**src/rtl/onehot_scan_encoder.sv**
```systemverilog
// onehot_scan_encoder
//   Captures a 2^WIDTH-bit one-hot or multi-hot vector. It then emits the
//   binary index of every set bit, lowest index first. One index is emitted
//   per valid/ready transfer. This is the inverse of the binary-to-one-hot
//   decoder on the row/column select path.
//
// Ports
//   clk         system clock, rising edge
//   rst_n       synchronous active-low reset
//   load        capture request, honoured only in IDLE
//   onehot_in   vector to capture (N = 1 << WIDTH bits)
//   ready       downstream accepts binary_out this cycle
//   binary_out  index of lowest pending set bit
//   valid       binary_out holds a pending index (state EMIT)
//   busy        captured vector not yet exhausted (state EMIT)
//   done        one-cycle pulse after a capture is fully emitted
//   multi_hot   last captured vector had more than one bit set
//   count       indices emitted since the last honoured load
module onehot_scan_encoder #(
  parameter int WIDTH = 4
) (
  input  logic                   clk,
  input  logic                   rst_n,
  input  logic                   load,
  input  logic [(1<<WIDTH)-1:0]  onehot_in,
  input  logic                   ready,
  output logic [WIDTH-1:0]       binary_out,
  output logic                   valid,
  output logic                   busy,
  output logic                   done,
  output logic                   multi_hot,
  output logic [WIDTH:0]         count
);

  localparam int N = 1 << WIDTH;

  typedef enum logic {IDLE = 1'b0, EMIT = 1'b1} state_t;

  state_t           state_q, state_d;
  logic [N-1:0]     pend_q, pend_d;
  logic [WIDTH:0]   count_q, count_d;
  logic             multi_q, multi_d;
  logic             done_q, done_d;

  logic [WIDTH-1:0] enc;
  logic [N-1:0]     pend_clr;
  logic             xfer;
  logic             last;

  // Lowest-index priority encode. The loop runs downward so the lowest
  // set bit is assigned last and wins.
  always_comb begin
    enc = '0;
    for (int i = N - 1; i >= 0; i--) begin
      if (pend_q[i]) enc = WIDTH'(i);
    end
  end

  always_comb begin
    pend_clr      = pend_q;
    pend_clr[enc] = 1'b0;
  end

  assign xfer = (state_q == EMIT) && ready;
  assign last = (pend_clr == '0);

  // State register
  always_ff @(posedge clk) begin
    if (!rst_n) state_q <= IDLE;
    else        state_q <= state_d;
  end

  // Next-state logic
  always_comb begin
    state_d = state_q;
    case (state_q)
      IDLE: if (load && (onehot_in != '0)) state_d = EMIT;
      EMIT: if (xfer && last)              state_d = IDLE;
      default: state_d = IDLE;
    endcase
  end

  // Datapath next-state
  always_comb begin
    pend_d  = pend_q;
    count_d = count_q;
    multi_d = multi_q;
    done_d  = 1'b0;
    if (state_q == IDLE) begin
      if (load) begin
        pend_d  = onehot_in;
        count_d = '0;
        // x & (x-1) clears the lowest set bit, so a nonzero result means
        // at least two bits are set.
        multi_d = ((onehot_in & (onehot_in - N'(1))) != '0);
        done_d  = (onehot_in == '0);
      end
    end else if (xfer) begin
      pend_d  = pend_clr;
      count_d = count_q + (WIDTH+1)'(1);
      done_d  = last;
    end
  end

  always_ff @(posedge clk) begin
    if (!rst_n) begin
      pend_q  <= '0;
      count_q <= '0;
      multi_q <= 1'b0;
      done_q  <= 1'b0;
    end else begin
      pend_q  <= pend_d;
      count_q <= count_d;
      multi_q <= multi_d;
      done_q  <= done_d;
    end
  end

  // Output logic
  always_comb begin
    valid      = (state_q == EMIT);
    busy       = (state_q == EMIT);
    binary_out = enc;
    done       = done_q;
    multi_hot  = multi_q;
    count      = count_q;
  end

endmodule

```
**config.mk**
```make
export PLATFORM = sky130hd
export DESIGN_NAME = onehot_scan_encoder
export DESIGN_NICKNAME = d
export VERILOG_FILES = /design/src/rtl/onehot_scan_encoder.sv
export SDC_FILE = /design/constraint.sdc
export NUM_CORES = 1
export LEC_CHECK = 0
export CAP_MARGIN = 30
export CORE_MARGIN = 1.5
export CORE_UTILIZATION = 46
export CTS_CLUSTER_DIAMETER = 150
export DETAILED_ROUTE_END_ITERATION = 12
export PLACE_DENSITY_LB_ADDON = 0.15
export SYNTH_ARGS = -nofsm -noshare
export SYNTH_HDL_FRONTEND = slang
export SYNTH_SLANG_ARGS = --single-unit
export TNS_END_PERCENT = 1
```
**constraint.sdc**
```tcl
create_clock -name clk -period 2.7 [get_ports clk]
set_input_delay 0.54 -clock clk [delete_from_list [all_inputs] [get_ports clk]]
set_output_delay 0.54 -clock clk [all_outputs]
set_load 0.05 [all_outputs]
```
# Word level (Yosys, flattened, before mapping)
# Index checks and enable logic that the tools add are counted.
# classes
add_sub_neg	2
n_mul	0
div_mod_pow	0
magnitude_cmp	2
n_eq_ne	1
n_shift	0
muxes	30
bitwise	4
reduce_logical	11
# op_table
op	n
2-to-1 mux 4 bit	16
2-to-1 mux 16 bit	3
AND 16 bit	2
zero test 16 bit	2
nonzero test 16 bit	2
NOT 16 bit	1
subtractor 16 x 1 -> 16 bit, second input constant	1
2-to-1 mux 5 bit	3
2-to-1 mux 1 bit	6
adder 5 x 1 -> 5 bit, second input constant	1
less-than comparator 4 x 5 -> 1 bit, second input constant	1
demux 1 bit (select 4 bit)	1
greater-or-equal comparator 4 x 1 -> 1 bit, second input constant	1
logical AND 1 bit	4
AND reduction 2 bit	2
!= test 2 x 1 -> 1 bit, second input constant	1
one-hot mux 1 bit (2 select lines)	1
nonzero test 2 bit	1
NOT 1 bit	1
# totals
reg_bits	24
latchBits	0
mem_bits_rw	0
rom_bits	0
inputBits	20
elab_cells	55
memories	0

# Depth between registers and ports, before layout
# logic_depth
ltp_word	26
depth_mapped	8
ltp_nobuf	7

# Worst setup path after synthesis
# No wires, ideal clock.
# synth_timing
path_type	register to output
from	reg pend_q[14]
to	out binary_out[1]
arrival_time_ns	2.167
slack_ns	-0.007
path_stages_with_launch	6
path_cell_list	dfxtp_1 > nor2_1 > o31ai_1 > and2_1 > o21ai_0 > a21boi_0
# synth_between
elab_chain_len	15
# synth_rtl
element	line	rtl
start, declared	40	logic [N-1:0] pend_q, pend_d;
start signal, assigned	112	pend_q <= pend_d;
2-to-1 mux 4 bit (15 in series)	55	if (pend_q[i]) enc = WIDTH'(i);
end, declared	27	output logic [WIDTH-1:0] binary_out,
# No other way between the ends.

# Worst setup path in the final report
# layout_timing
from	in onehot_in[1]
to	reg done_q, in the netlist done
# layout_between
elab_chain_len	3
# layout_rtl
element	line	rtl
start, declared	25	input logic [(1<<WIDTH)-1:0] onehot_in,
zero test 16 bit	96	done_d = (onehot_in == '0);
2-to-1 mux 1 bit	90	if (load) begin
2-to-1 mux 1 bit	89	if (state_q == IDLE) begin
end signal, assigned	115	done_q <= done_d;
end, declared	43	logic done_q, done_d;
# No other way between the ends.
# A chain may end at the register's enable or synchronous reset.

==> flow_summary_export.csv <==
group,metric,value,unit
routing,avgRoutedWirePerCell,14.82,um
worst_setup_path,worstReg2RegStart,"pend_q[1]$_SDFFE_PN0P_",
logic_synthesis,yosysMostFrequentCell,"nor2_1",
floorplanning,start_util,48.03,%
global_routing,grt_pass1_vias,1683,
run_status,status,"complete, but fails checks",
global_routing,grt_max_degree,21,
placed_design,gp_congestion,0.9280,
routing,drt-total-wl,4.667,mm
logic_synthesis,synthCells,216,
logic_synthesis,yosys_warnings,0,
sta,fmax,0.3671,GHz
sta,fin_ws,-0.02430,ns
sta,worstMarginPinSlew,0.6405,ns
worst_setup_path,worstPathArrival,2.98,ns
cts,numCtsBuffers,3,
routing,dr_total_vias,1877,
cts,cts-root-buf,"clkbuf_4",
sta,hold_viol_final,0,
sta,layout_min_cycle_time,2.724,ns
worst_hold_path,min_path_cells,2,
sta,finalSetupViolations,2,
global_routing,grt.overflow.total,0,
floorplanning,die_area,3876,um2
worst_setup_path,startpoint_type,"input pin",
run_status,violations,"negative setup slack",
logic_synthesis,yosysTopAreaCell,"dfxtp_1",
run,cap_violations,0,
cells_and_area,fin_nets,291,
logic_synthesis,synth_cell_types,48,
logic_synthesis,synth-edff-count,0,
cts,clkTransAtPathRegs,0.14,ns
cts,cts_sinks,24,
global_routing,track_usage,24.37,%
worst_setup_path,end_kind,"flip-flop",
routing,viasPerCell,5.959,
logic_synthesis,syn_area,1615,um2
floorplanning,core-area,3363,um2
worst_setup_path,ff2ff_setup_slack,0.20,ns
placed_design,hpwl,3.599,mm
placed_design,post-place-ws,-0.5259,ns
sta,fin_crit_sh,100.9,%
cells_and_area,areaGrowthSynthToFinish,38.73,%
placed_design,portBuffers,32,
worst_hold_path,min_path_type,"reg -> reg",
sta,drv_slew,0,
worst_setup_path,crit_end,"done$_SDFF_PN0_",
sta,clock_skew,0.01635,ns
global_routing,antenna_found_initial,0,
logic_synthesis,syn-num-nets,237,
floorplanning,io_pins,33,
power,ir_drop,0.2235,mV
global_routing,grt_pass1_wl,7.734,mm
routing,drc,0,
power,p_leak,0.8557,nW
sta,relSlewSlack,57.25,%
worst_setup_path,setup.worst_path.start,"onehot_in[1]",
power,power_density,504.3,nW/um2
worst_setup_path,crit_required,2.96,ns
logic_synthesis,yosys-top-cells-area,"dfxtp_1 (30%), a21oi_1 (6.5%), nor2_1 (6.3%), o21ai_0 (3.7%), nand2_1 (3.5%)",
cts,tritoncts,"done",
sta,rsz0062_at_grt,"true",
logic_synthesis,ys_seq_area_share,29.74,%
cts,clock_latency,0.32,ns
worst_setup_path,path_class,"in -> reg",
cells_and_area,n_antenna_cell,0,
worst_setup_path,rr_worst_depth,8,
cells_and_area,drive_gt1_share,20.07,%
floorplanning,die_y,62.26,um
worst_setup_path,path_max_fanout,3,
placed_design,dp_cells,308,
floorplanning,row_count,21,
worst_setup_path,reg2reg_to,"busy$_SDFF_PN0_",
logic_synthesis,syn_avg_cell_area,7.478,um2
routing,postRouteAntennaNets,0,
cts,clk_path_buf_depth,2,
logic_synthesis,ys_seq_elements,24,
logic_synthesis,ys.flop_type,"dfxtp_1",
logic_synthesis,synthArstFlopShare,0,%
cts,holdBufCountCts,0,
logic_synthesis,synth_top_area_share,29.74,%
logic_synthesis,yosys-top-cells-count,"nor2_1 (27), dfxtp_1 (24), a21oi_1 (21)",
floorplanning,die_w,62.26,um
cells_and_area,final_cells,315,
cts,cts-htree-levels,1,
routing,drt-initial-drc-count,191,
routing,firstDrtPassIters,4,
## flip-flops by register name, summed over array words and instances (netlist names)
| register | count |
|---|---|
| busy | 1 |
| count | 5 |
| done | 1 |
| multi_hot | 1 |
| pend_q | 16 |
## cells by family (layout without fill, tap and decap cells)
logic type      count (synthesis)  in the layout  synth area share [%]
compound gates                 77             77                 31.91
fa+ha+maj                       5              5                 3.253
buf+inv                        17             70                 4.183
flops                          24             24                 29.74
mux                             4              4                 2.479
simple gates                   89             89                 28.43
## layout make-up
type	instances	area, um2
Tap cell	46	57.56
Inverter	7	26.28
Clock inverter	1	30.03
Timing Repair Buffer	59	529.3
Fill cell	313	1122
Clock buffer	3	22.52
Sequential cell	24	480.5
Multi-Input combinational cell	175	1095
## worst max-delay path, cell delays in order
cell	delay [ns]
clkdlybuf4s15_2	0.21
nor4_4	0.25
nand3b_1	0.13
or4b_4	0.53
or3_4	0.40
or2_1	0.26
or4_1	0.52
a21oi_1	0.14
## where the power goes
group,switching (W),internal [W],leakage (nW)
combinational,0.000263,0.000201,0.631
sequential,0.0000317,0.000375,0.197
clock,0.000109,0.000150,0.0279
total,0.000404,0.000726,0.856
## stage by stage
step	hold slack [ns]	setup TNS, ns	utilization, %	power, W	area (um2)
2_1_floorplan	0.4905	0	-	0.0006670	1615
3_3_place_gp	0.4706	-1.328	64.21	0.0008691	2160
3_5_place_dp	0.4766	-1.497	64.21	0.0008691	2160
4_1_cts	0.4984	0	66.41	0.001127	2233
5_1_grt	0.5207	-0.1826	66.63	0.001186	2241
6_report	0.5026	-0.03001	66.63	0.001130	2241
## cells in the final DEF, fill, tap and decap left out, types with 6 or more instances in the layout
master	Yosys	final
nand2_1	15	15
o21ai_0	12	12
dfxtp_1	24	24
buf_4	1	28
clkdlybuf4s50_1	0	21
nor2_1	27	26
a21oi_1	21	21
inv_1	7	6
a211oi_1	6	6
nor3_1	7	7
## worst min-delay path by stage
stage                             from                 endpoint  slack, ns
4_1_cts          count[4]$_SDFFE_PN0P_    count[4]$_SDFFE_PN0P_       0.50
2_1_floorplan  pend_q[14]$_SDFFE_PN0P_  pend_q[14]$_SDFFE_PN0P_       0.49
3_3_place_gp     count[4]$_SDFFE_PN0P_    count[4]$_SDFFE_PN0P_       0.47
3_5_place_dp     count[4]$_SDFFE_PN0P_    count[4]$_SDFFE_PN0P_       0.48
6_report         count[4]$_SDFFE_PN0P_    count[4]$_SDFFE_PN0P_       0.50
5_1_grt          count[4]$_SDFFE_PN0P_    count[4]$_SDFFE_PN0P_       0.52
## repair_timing
item                       in CTS  in global routing
buffers inserted                3                  0
pin swaps                       8                  0
resized for setup              26                  2
setup endpoints to repair       3                  4
## per-layer routing
layer	track usage, %	share of wire [%]	wire length, um	up-vias
li1	-	-	-	930
met1	34.76	47	2174	872
met2	38.32	46	2134	67
met3	3.080	5.9	275	8
met4	7.778	1.8	82	0
met5	0	0	0	-
Power figures use the tool's default switching activity.
